### src/rtl/state_sequencer.sv
// Instruction-cycle sequencer: fetch, decode-wait, execute states and HALT,
// with stall, illegal-opcode pulse and a retired-instruction counter.
module state_sequencer #(
    parameter int unsigned DECODE_WAIT = 2,
    parameter logic [7:0]  OP_END      = 8'd8
) (
    input  logic        clock,
    input  logic        reset,
    input  logic        start,
    input  logic        stall,
    input  logic [7:0]  opcode,
    output logic [5:0]  state,
    output logic        busy,
    output logic        halted,
    output logic        illegal,
    output logic [15:0] instr_count
);

    localparam int unsigned CW = (DECODE_WAIT > 1) ? $clog2(DECODE_WAIT) : 1;

    typedef enum logic [4:0] {
        S_IDLE, S_FETCH1, S_FETCH2, S_FETCH3, S_DECODE,
        S_CLAC, S_LDAC1, S_LDAC2, S_LDAC3, S_STAC1, S_STAC2, S_STAC3,
        S_MVACR, S_MVRAC, S_ADD, S_MUL, S_HALT
    } fsm_t;

    fsm_t          fsm_q, fsm_d;
    logic [CW-1:0] cnt_q, cnt_d;
    logic [15:0]   count_q, count_d;
    logic [5:0]    state_q, state_d;
    logic          busy_q, busy_d;
    logic          halted_q, halted_d;
    logic          illegal_q, illegal_d;
    logic          hold;

    // DECODE and HALT present code 0 so the control unit issues no controls.
    function automatic logic [5:0] state_code(input fsm_t s);
        case (s)
            S_FETCH1: state_code = 6'd1;
            S_FETCH2: state_code = 6'd2;
            S_FETCH3: state_code = 6'd3;
            S_CLAC:   state_code = 6'd4;
            S_LDAC1:  state_code = 6'd5;
            S_LDAC2:  state_code = 6'd6;
            S_LDAC3:  state_code = 6'd7;
            S_STAC1:  state_code = 6'd8;
            S_STAC2:  state_code = 6'd9;
            S_STAC3:  state_code = 6'd10;
            S_MVACR:  state_code = 6'd11;
            S_MVRAC:  state_code = 6'd12;
            S_ADD:    state_code = 6'd13;
            S_MUL:    state_code = 6'd14;
            default:  state_code = 6'd0;
        endcase
    endfunction

    always_ff @(posedge clock) begin
        if (reset) begin
            fsm_q     <= S_IDLE;
            cnt_q     <= '0;
            count_q   <= '0;
            state_q   <= '0;
            busy_q    <= 1'b0;
            halted_q  <= 1'b0;
            illegal_q <= 1'b0;
        end else begin
            fsm_q     <= fsm_d;
            cnt_q     <= cnt_d;
            count_q   <= count_d;
            state_q   <= state_d;
            busy_q    <= busy_d;
            halted_q  <= halted_d;
            illegal_q <= illegal_d;
        end
    end

    always_comb begin
        fsm_d     = fsm_q;
        cnt_d     = cnt_q;
        count_d   = count_q;
        illegal_d = 1'b0;
        hold      = stall && (fsm_q != S_IDLE) && (fsm_q != S_HALT);

        if (!hold) begin
            case (fsm_q)
                S_IDLE:   if (start) fsm_d = S_FETCH1;
                S_FETCH1: fsm_d = S_FETCH2;
                S_FETCH2: fsm_d = S_FETCH3;
                S_FETCH3: begin
                    fsm_d = S_DECODE;
                    cnt_d = CW'(DECODE_WAIT - 1);
                end
                S_DECODE: begin
                    if (cnt_q != '0) begin
                        cnt_d = cnt_q - CW'(1);
                    end else begin
                        case (opcode)
                            8'd1:    fsm_d = S_CLAC;
                            8'd2:    fsm_d = S_LDAC1;
                            8'd3:    fsm_d = S_STAC1;
                            8'd4:    fsm_d = S_MVACR;
                            8'd5:    fsm_d = S_MVRAC;
                            8'd6:    fsm_d = S_ADD;
                            8'd7:    fsm_d = S_MUL;
                            default: begin
                                if (opcode == OP_END) begin
                                    fsm_d   = S_HALT;
                                    count_d = count_q + 16'd1;
                                end else begin
                                    fsm_d     = S_FETCH1;
                                    illegal_d = 1'b1;
                                end
                            end
                        endcase
                    end
                end
                S_LDAC1:  fsm_d = S_LDAC2;
                S_LDAC2:  fsm_d = S_LDAC3;
                S_STAC1:  fsm_d = S_STAC2;
                S_STAC2:  fsm_d = S_STAC3;
                S_CLAC, S_LDAC3, S_STAC3, S_MVACR, S_MVRAC, S_ADD, S_MUL: begin
                    fsm_d   = S_FETCH1;
                    count_d = count_q + 16'd1;
                end
                S_HALT:   fsm_d = S_HALT;
                default:  fsm_d = S_IDLE;
            endcase
        end

        state_d  = state_code(fsm_d);
        busy_d   = (fsm_d != S_IDLE) && (fsm_d != S_HALT);
        halted_d = (fsm_d == S_HALT);
    end

    assign state       = state_q;
    assign busy        = busy_q;
    assign halted      = halted_q;
    assign illegal     = illegal_q;
    assign instr_count = count_q;

endmodule
### config.mk
export PLATFORM = sky130hd
export DESIGN_NAME = state_sequencer
export DESIGN_NICKNAME = d
export VERILOG_FILES = /design/src/rtl/state_sequencer.sv
export SDC_FILE = /design/constraint.sdc
export NUM_CORES = 1
export LEC_CHECK = 0
export CAP_MARGIN = 20
export CELL_PAD_IN_SITES_DETAIL_PLACEMENT = 2
export CELL_PAD_IN_SITES_GLOBAL_PLACEMENT = 2
export CORE_MARGIN = 2
export CORE_UTILIZATION = 30
export CTS_BUF_LIST = sky130_fd_sc_hd__clkbuf_4
export DETAILED_ROUTE_END_ITERATION = 8
export MAX_ROUTING_LAYER = met4
export PLACE_DENSITY_LB_ADDON = 0.15
export SYNTH_ARGS = -nofsm -noshare
export SYNTH_HDL_FRONTEND = slang
export SYNTH_SLANG_ARGS = --single-unit
export TNS_END_PERCENT = 30
### constraint.sdc
create_clock -name clock -period 3.1 [get_ports clock]
set_clock_uncertainty 0.2 [all_clocks]
set_input_delay 0.62 -clock clock [delete_from_list [all_inputs] [get_ports clock]]
set_output_delay 0.62 -clock clock [all_outputs]
set_load 0.03 [all_outputs]
## After elaboration in Yosys (flattened, before gate mapping)

Memory sizes are Yosys's and may differ from the RTL's. A register that Yosys moved wholly into a read port is not among the register bits.
Index checks and enable logic that the tools add are counted.

- Bits in registers: 31
- Input bits: 12
- Memories: 1
- Logic and storage cells: 69
- Output and inout bits: 25
- Memory bits (read-only): 64

Memories:

| name | depth | bits a word | read ports | clocked after Yosys merged registers in | write ports | RTL line | text |
|---|---|---|---|---|---|---|---|
| (name not given) | 16 | 4 | 1 | 1 | 0 | 38 | `case (s)` |

- Add/sub/neg operators: 2
- Mux-type cells: 13
- Reductions and logical operators: 14
- Bitwise gates (word level): 2
- Equality and inequality tests: 30

Operator list:

| cell | count |
|---|---|
| 5-bit one-hot mux with 11 select lines | 1 |
| 16-bit two-way mux | 3 |
| 5-bit by 4-bit == test with 1-bit output (second input constant) | 8 |
| 5-bit one-hot mux with 7 select lines | 1 |
| 8-bit by 3-bit == test with 1-bit output (second input constant) | 4 |
| 16-bit one-hot mux with 2 select lines | 1 |
| 5-bit by 3-bit == test with 1-bit output (second input constant) | 4 |
| 5-bit two-way mux | 4 |
| 16-bit by 1-bit adder with 16-bit output (second input constant) | 1 |
| 8-bit by 2-bit == test with 1-bit output (second input constant) | 2 |
| 7-bit OR reduction | 2 |
| 11-bit OR reduction | 1 |
| 5-bit by 2-bit == test with 1-bit output (second input constant) | 2 |
| 5-bit == test (second input constant) | 2 |
| 5-bit inequality test (second input constant) | 2 |
| 5-bit nonzero test | 2 |
| 8-bit by 1-bit == test with 1-bit output (second input constant) | 1 |
| 8-bit by 4-bit == test with 1-bit output (second input constant) | 1 |
| 2-bit inequality test (second input constant) | 3 |
| 5-bit by 1-bit == test with 1-bit output (second input constant) | 1 |
| 5-bit logical NOT | 1 |
| 5-bit AND reduction | 1 |
| 2-bit nonzero test | 2 |
| 1-bit logical AND | 3 |
| 6 further kinds | 8 |

## Depth between registers and ports, before layout

Gate-level depths: netlist of the first run.

- Word-level depth: 8
- Gate-level depth with buffers: 10
- Gate-level depth less buffers: 9

## Worst setup path before layout of the first run

OpenSTA, ideal clock, no wires.

- Path type: input to register
- From: input opcode[5]
- To: register state_q[0], in the netlist state[0]
- Library setup time: 0.074 ns
- Path buffers: 0
- Setup slack: 0.487 ns
- Required time: 2.826 ns
- Stages on the path: 7
- Arrival: 2.339 ns
- Path through: nor4_4 nor4bb_1 o31ai_1 a31oi_1 ha_1 or3b_1 a31oi_1

- Cells in the longest elaborated chain, start to end: 7
- Elaborated cells between the ends (all ways): 14
- Those cells by class: eq/ne: 8; mux: 5; reduce/logical: 1

Ends and longest elaborated chain:

| what | RTL line | text |
|---|---|---|
| start: declaration | 11 | `input logic [7:0] opcode,` |
| 8-bit by 4-bit == test with 1-bit output | 106 | `if (opcode == OP_END) begin` |
| 5-bit two-way mux | 106 |  |
| 5-bit one-hot mux with 7 select lines (*) | 97 | `case (opcode)` |
| 5-bit two-way mux (*) | 94 | `if (cnt_q != '0) begin` |
| 5-bit one-hot mux with 11 select lines (*) | 85 | `case (fsm_q)` |
| 5-bit two-way mux (*) | 84 | `if (!hold) begin` |
| 2-bit OR reduction (no source line) | - |  |
| end: declaration | 30 | `logic [5:0] state_q, state_d;` |

Every way passes the cells marked *; elsewhere a longest branch is shown, timed or not.
A chain may end at the register's enable or synchronous reset.

## Worst setup path after layout of the first run

Ends and elaborated chain as after synthesis.

==> results.sh, run 1 <==
export IMPL_synth_top_family_by_area="simple AND/OR/NAND/NOR gates"
export IMPL_clk_latency_ns=0.35
export IMPL_synthAdderAreaFrac_pct=3.81
export IMPL_fillerInstances=595
export IMPL_dpl_cell_area_sq_um=2110
export IMPL_diodes=0
export IMPL_wire_per_inst_um=15.6
export IMPL_htreeDepth=2
export IMPL_synth_xor_area_share_pct=8.54
export IMPL_syn_area_sq_um=1640
export IMPL_status="complete, no violations"
export IMPL_power_leakage_uw=0.000851
export IMPL_synth_mux_area_share_pct=1.83
export IMPL_post_cts_buffers=0
export IMPL_die_h_um=77.9
export IMPL_die_area_sq_um=6080
export IMPL_cts_sinks=29
export IMPL_core_area_sq_um=5200
export IMPL_critPathSlowestCell="clkdlybuf4s50_1"
export IMPL_synth_cells=188
export IMPL_grt_pass1_wl_um=8360
export IMPL_r2r_setup_slack_ns=0.57
export IMPL_cap_violations=0
export IMPL_cts_resized=0
export IMPL_cts_buffer_depth=2
export IMPL_crit_path_end_kind="register"
export IMPL_setup_tns_final_ns=0
export IMPL_grt_antenna_before_repair=0
export IMPL_critPathTopFamily="simple AND/OR/NAND/NOR gates"
export IMPL_relSlewSlack_pct=56.5
export IMPL_grt_max_degree=18
export IMPL_cts_buffers=5
export IMPL_synthSimpleGateAreaFrac_pct=31.6
export IMPL_layout_min_cycle_time_ns=2.73
export IMPL_cts_tree="yes"
export IMPL_crit_path_max_incr_delay_ns=0.45
export IMPL_rows=26
export IMPL_clockRootBuffer="clkbuf_4"
export IMPL_vias_per_cell=5.04
export IMPL_hold_ws_ns=0.306
export IMPL_crit_chain="clkdlybuf4s50_1 -> nor4_4 -> nor4bb_1 -> o31ai_1 -> a31oi_1 -> ha_1 -> or3b_1 -> a31oi_1"
export IMPL_start_util_pct=31.5
export IMPL_hold_violations=0
export IMPL_cp_max_fo=4
export IMPL_worst_pin_slew_ns=0.650
export IMPL_synth_seq_cells=29
export IMPL_postLayoutCoreUtil_pct=42.1
export IMPL_worstPathArrival_ns=2.81
export IMPL_synth_warnings=0
export IMPL_dp_hpwl_um=3640
export IMPL_ir_drop_mv=0.142
export IMPL_start_kind="input port"
export IMPL_powerDensity_nw_per_um2=442
export IMPL_ios=37
export IMPL_postRouteAntennaNets=0
export IMPL_synthFlopType="dfxtp_1"
export IMPL_numPortBuffers=34
export IMPL_die_x_um=77.9
export IMPL_ys_seq_area_share_pct=35.4
export IMPL_final_cell_mix="clkdlybuf4s50_1 (34), dfxtp_1 (29), nor2_1 (24), nand2_1 (14), xor2_1 (13)"
export IMPL_grtUsageTotal_pct=17.8
export IMPL_crit_required_ns=3.18
export IMPL_area_growth_pct=33.5
export IMPL_worstSetupPathType="in -> reg"
export IMPL_drtIter0Drc=20
export IMPL_drive_above_1_share_pct=12.9
export IMPL_grt_pass1_vias=1681
export IMPL_worst_path_most_repeated_cell="a31oi_1"
export IMPL_path_clk_slew_ns=0.13
export IMPL_grt_overflow=0
export IMPL_synth_edf_count=0
export IMPL_syn_mean_instance_area_sq_um=8.73
export IMPL_drc=0
export IMPL_setup_violations=0
export IMPL_power_uw=968
export IMPL_layout_commonest_cell="clkdlybuf4s50_1"
export IMPL_fmax_ghz=0.367
export IMPL_crit_buf_inv=1
export IMPL_ys_types=48
export IMPL_fin_nets=249
export IMPL_synthArstFlopShare_pct=0
export IMPL_stdcell_area_sq_um=2190
export IMPL_via_count=1526
export IMPL_drtPass1Iterations=4
export IMPL_drt_wl_total_um=4730
export IMPL_finalMaxSlewViolations=0
export IMPL_rsz0062_at_grt="no"
export IMPL_hold_class="reg -> reg"
export IMPL_synth_compound_area_share_pct=13.3
export IMPL_ctsHoldBuffers=0
export IMPL_fin_crit_sh_pct=87.9
export IMPL_routabilityCongestion=0.778
## report_power, final
group | leakage (uW) | switching, uW | total (uW) | internal (uW)
clock | 0.0000414 | 153 | 323 | 171
combinational | 0.000575 | 124 | 226 | 102
sequential | 0.000235 | 28.6 | 419 | 390
total | 0.000851 | 306 | 968 | 662
## area by class of cell
cell class              count  area (sq um)  area share, %
clock buffers               5          37.5           1.71
flip-flops and latches     29           581           26.5
clock inverters             3          46.3           2.11
repair buffers             46           430           19.7
inverters                   8          30.0           1.37
well taps                  70          87.6           4.00
multi-input cells         142           977           44.6
## cells in the mapped netlist, drive strengths merged, types with 2 or more instances
| cell type | n | share of area (%) |
|---|---|---|
| buf | 7 | 2.7 |
| nor2 | 25 | 5.9 |
| nor4bb | 2 | 1.2 |
| nor4b | 3 | 3.4 |
| nand2b | 2 | 0.76 |
| dfxtp | 29 | 35 |
| a21oi | 8 | 2.4 |
| nand4 | 9 | 4.7 |
| nand2 | 14 | 3.2 |
| o21ai | 6 | 1.8 |
| mux2i | 3 | 1.8 |
| o221ai | 2 | 1.1 |
| and3 | 6 | 2.3 |
| nor4 | 3 | 2.1 |
| xor2 | 13 | 6.9 |
| inv | 8 | 1.8 |
| nor3 | 5 | 1.5 |
| o31ai | 2 | 0.92 |
| xnor2 | 3 | 1.6 |
| a31oi | 3 | 1.1 |
| a211oi | 2 | 1.7 |
| clkbuf | 3 | 0.69 |
| ha | 5 | 3.8 |
| or2 | 2 | 0.76 |
| nor2b | 6 | 2.3 |
| nand3 | 4 | 1.2 |
## cells by family (layout without fill, tap and decap cells)
| family | Yosys count | after routing |
|---|---|---|
| and+or+nand+nor | 85 | 85 |
| AOI/OAI and AO/OA | 31 | 31 |
| DFF | 29 | 29 |
| buffers and inverters | 18 | 62 |
| xor gates and xnor gates | 16 | 16 |
| adders and majority gates | 5 | 5 |
| muxes | 3 | 3 |
| other | 1 | 2 |
## state kept, by name, summed over array words and instances, names as in the netlist
register / cells
illegal: 1
busy: 1
state: 4
halted: 1
cnt_q: 1
fsm_q: 5
instr_count: 16
## path summary, 6_finish.rpt
path                                       from         endpoint  cells after the start
worst max-delay path                  opcode[5]         state[0]                      8
worst min register to register  instr_count[14]  instr_count[14]                      2
worst min-delay path            instr_count[14]  instr_count[14]                      2
worst max register to register         fsm_q[2]         state[2]                      8
## stage by stage
stage,setup WS (ns),cells
floorplan,0.487,189
global placement,0.0564,295
detailed placement,-0.0148,295
CTS,0.337,303
global route,0.257,303
finish,0.374,303
## layer usage
| layer | vias to the layer above | wire (um) | GRT usage, % |
|---|---|---|---|
| met1 | 751 | 1880 | 18.7 |
| met4 | 0 | 71 | 5.26 |
| met2 | 21 | 2640 | 33.7 |
| li1 | 748 | - | - |
| met3 | 6 | 141 | 3.14 |
| met5 | - | 0 | - |
## worst min-delay path: cells and delay by family (launching register included)
family / cells / cell delay (ns)
flip-flops: 1 / 0.34
AO/OA/AOI/OAI: 2 / 0.13
No activity file was read; power rests on OpenSTA's default activity.
==> inputs of run 2 (changes only) <==
--- a/config.mk
+++ b/config.mk
@@ -8,7 +8,7 @@
 export CAP_MARGIN = 20
 export CELL_PAD_IN_SITES_DETAIL_PLACEMENT = 2
 export CELL_PAD_IN_SITES_GLOBAL_PLACEMENT = 2
-export CORE_MARGIN = 2
+export CORE_MARGIN = 4
 export CORE_UTILIZATION = 30
 export CTS_BUF_LIST = sky130_fd_sc_hd__clkbuf_4
 export DETAILED_ROUTE_END_ITERATION = 8
==> run 2 against run 1 <==
  * Core utilization shrank 0.70 points
  * Design area down 1.7%
  * Global-route usage fell by 2.3 points
  * Total power down 9.2%
  * Worst setup slack improved by 0.029 ns
  * Die area up 11%
  * Routed wire length decreased by 1.9%
  * Critical endpoint unchanged
  * Critical path depth unchanged
  * Sequential share of layout area up 0.45 points
  * Non-clock buffer count shrank 1
  * Sequential cell count is the same
  * Cell count fell by 0.33%
==> results.sh, run 2 (synthesis gave the netlist of run 1 again) <==
export IMPL_path_clk_slew_ns=0.11
export IMPL_clk_latency_ns=0.34
export IMPL_routabilityCongestion=0.761
export IMPL_place_ws_ns=0.0142
export IMPL_hold_class="reg -> reg"
export IMPL_setup_violations=0
export IMPL_diodes=0
export IMPL_cts_sinks=29
export IMPL_grtUsageTotal_pct=15.5
export IMPL_fin_crit_sh_pct=87.0
export IMPL_vias_per_cell=5.08
export IMPL_wire_per_inst_um=15.4
export IMPL_via_count=1533
export IMPL_die_h_um=81.9
export IMPL_worstPathArrival_ns=2.77
export IMPL_start_util_pct=31.5
export IMPL_area_growth_pct=31.3
export IMPL_cp_max_fo=4
export IMPL_cts_buffer_depth=2
export IMPL_setup_tns_final_ns=0
export IMPL_cap_violations=0
export IMPL_cts_resized=0
export IMPL_grt_pass1_wl_um=7820
export IMPL_die_area_sq_um=6710
export IMPL_relSlewSlack_pct=58.2
export IMPL_powerDensity_nw_per_um2=408
export IMPL_drc=0
export IMPL_htreeDepth=2
export IMPL_ir_drop_mv=0.174
export IMPL_layout_min_cycle_time_ns=2.70
export IMPL_worstHoldStart="instr_count[14]"
export IMPL_crit_start="opcode[5]"
export IMPL_status="complete, no violations"
export IMPL_drt_wl_total_um=4640
export IMPL_hold_violations=0
export IMPL_worst_pin_slew_ns=0.625
export IMPL_layout_commonest_cell="clkdlybuf4s50_1"
export IMPL_drtPass1Iterations=4
export IMPL_rsz0062_at_grt="no"
export IMPL_worstSetupPathType="in -> reg"
export IMPL_post_cts_buffers=0
export IMPL_hold_ws_ns=0.324
export IMPL_finalMaxSlewViolations=0
export IMPL_rows=26
export IMPL_ctsHoldBuffers=0
export IMPL_drive_above_1_share_pct=12.5
export IMPL_crit_required_ns=3.17
export IMPL_fin_ws_ns=0.403
export IMPL_core_area_sq_um=5200
export IMPL_multi_input_area_sq_um=977
export IMPL_grt_antenna_before_repair=0
export IMPL_drtIter0Drc=39
export IMPL_cts_tree="yes"
export IMPL_dp_hpwl_um=3610
export IMPL_die_x_um=81.9
export IMPL_grt_pass1_vias=1635
export IMPL_power_leakage_uw=0.000836
export IMPL_grt_max_degree=17
export IMPL_regArea_sq_um=581
export IMPL_grt_overflow=0
export IMPL_start_kind="input port"
export IMPL_largest_reg_flops=16
export IMPL_fillerInstances=599
export IMPL_fin_nets=248
export IMPL_cts_buffers=5
export IMPL_clockRootBuffer="clkbuf_4"
export IMPL_postRouteAntennaNets=0
export IMPL_crit_path_end_kind="register"
export IMPL_ios=37
export IMPL_final_cell_mix="clkdlybuf4s50_1 (34), dfxtp_1 (29), nor2_1 (24), nand2_1 (14), xor2_1 (13)"
export IMPL_reg2reg_from="fsm_q[2]"
export IMPL_numPortBuffers=34
export IMPL_fmax_ghz=0.371
run 2: layout make-up:
class | instances | share of cell area (%)
tap | 70 | 4.07
clock inverter | 3 | 0.813
timing repair buffer | 45 | 19.6
inverter | 8 | 1.39
clock buffer | 5 | 1.74
multi-input combinational | 142 | 45.4
sequential | 29 | 27.0
run 2: final timing paths:
kind	endpoint	slack (ns)	cells past startpoint
max	state[0]	0.40	8
min	instr_count[14]	0.32	2
max reg2reg	state[2]	0.53	8
min reg2reg	instr_count[14]	0.32	2
run 2: per-layer routing:
metal	wire length [um]	GRT usage (%)	vias to the layer above	part of all wire (%)
li1	-	-	745	-
met1	1880	17.1	760	41
met2	2580	27.9	25	56
met3	133	3.07	3	2.9
met4	38	4.98	0	0.82
met5	0	-	-	0
run 2: critical path: stages:
cell and delay, ns:
clkdlybuf4s50_1 0.44, nor4_4 0.29, nor4bb_1 0.30, o31ai_1 0.11, a31oi_1 0.31, ha_1 0.20
or3b_1 0.34, a31oi_1 0.16
run 2: where the power goes:
group / total [uW] / switching, uW / leakage (uW) / internal (uW)
clock network: 234 / 148 / 0.0000310 / 85.4
logic: 225 / 125 / 0.000571 / 100
registers: 419 / 29.3 / 0.000235 / 390
run 2: through the flow:
stage          area (sq um)  std cells  utilization (%)  power (uW)
5_1_grt                2150        302             41.4         937
6_report               2150        302             41.4         878
3_5_place_dp           2100        294             40.3         656
4_1_cts                2150        302             41.4         895
3_3_place_gp           2100        294             40.3         641
2_1_floorplan          1640        189                -         562
==> inputs of run 3 (changes only) <==
--- a/config.mk
+++ b/config.mk
@@ -5,7 +5,7 @@
 export SDC_FILE = /design/constraint.sdc
 export NUM_CORES = 1
 export LEC_CHECK = 0
-export CAP_MARGIN = 20
+export CAP_MARGIN = 10
 export CELL_PAD_IN_SITES_DETAIL_PLACEMENT = 2
 export CELL_PAD_IN_SITES_GLOBAL_PLACEMENT = 2
 export CORE_MARGIN = 4
==> results of run 3 <==
No change in the layout: final DEF, timing and power equal those of run 2.
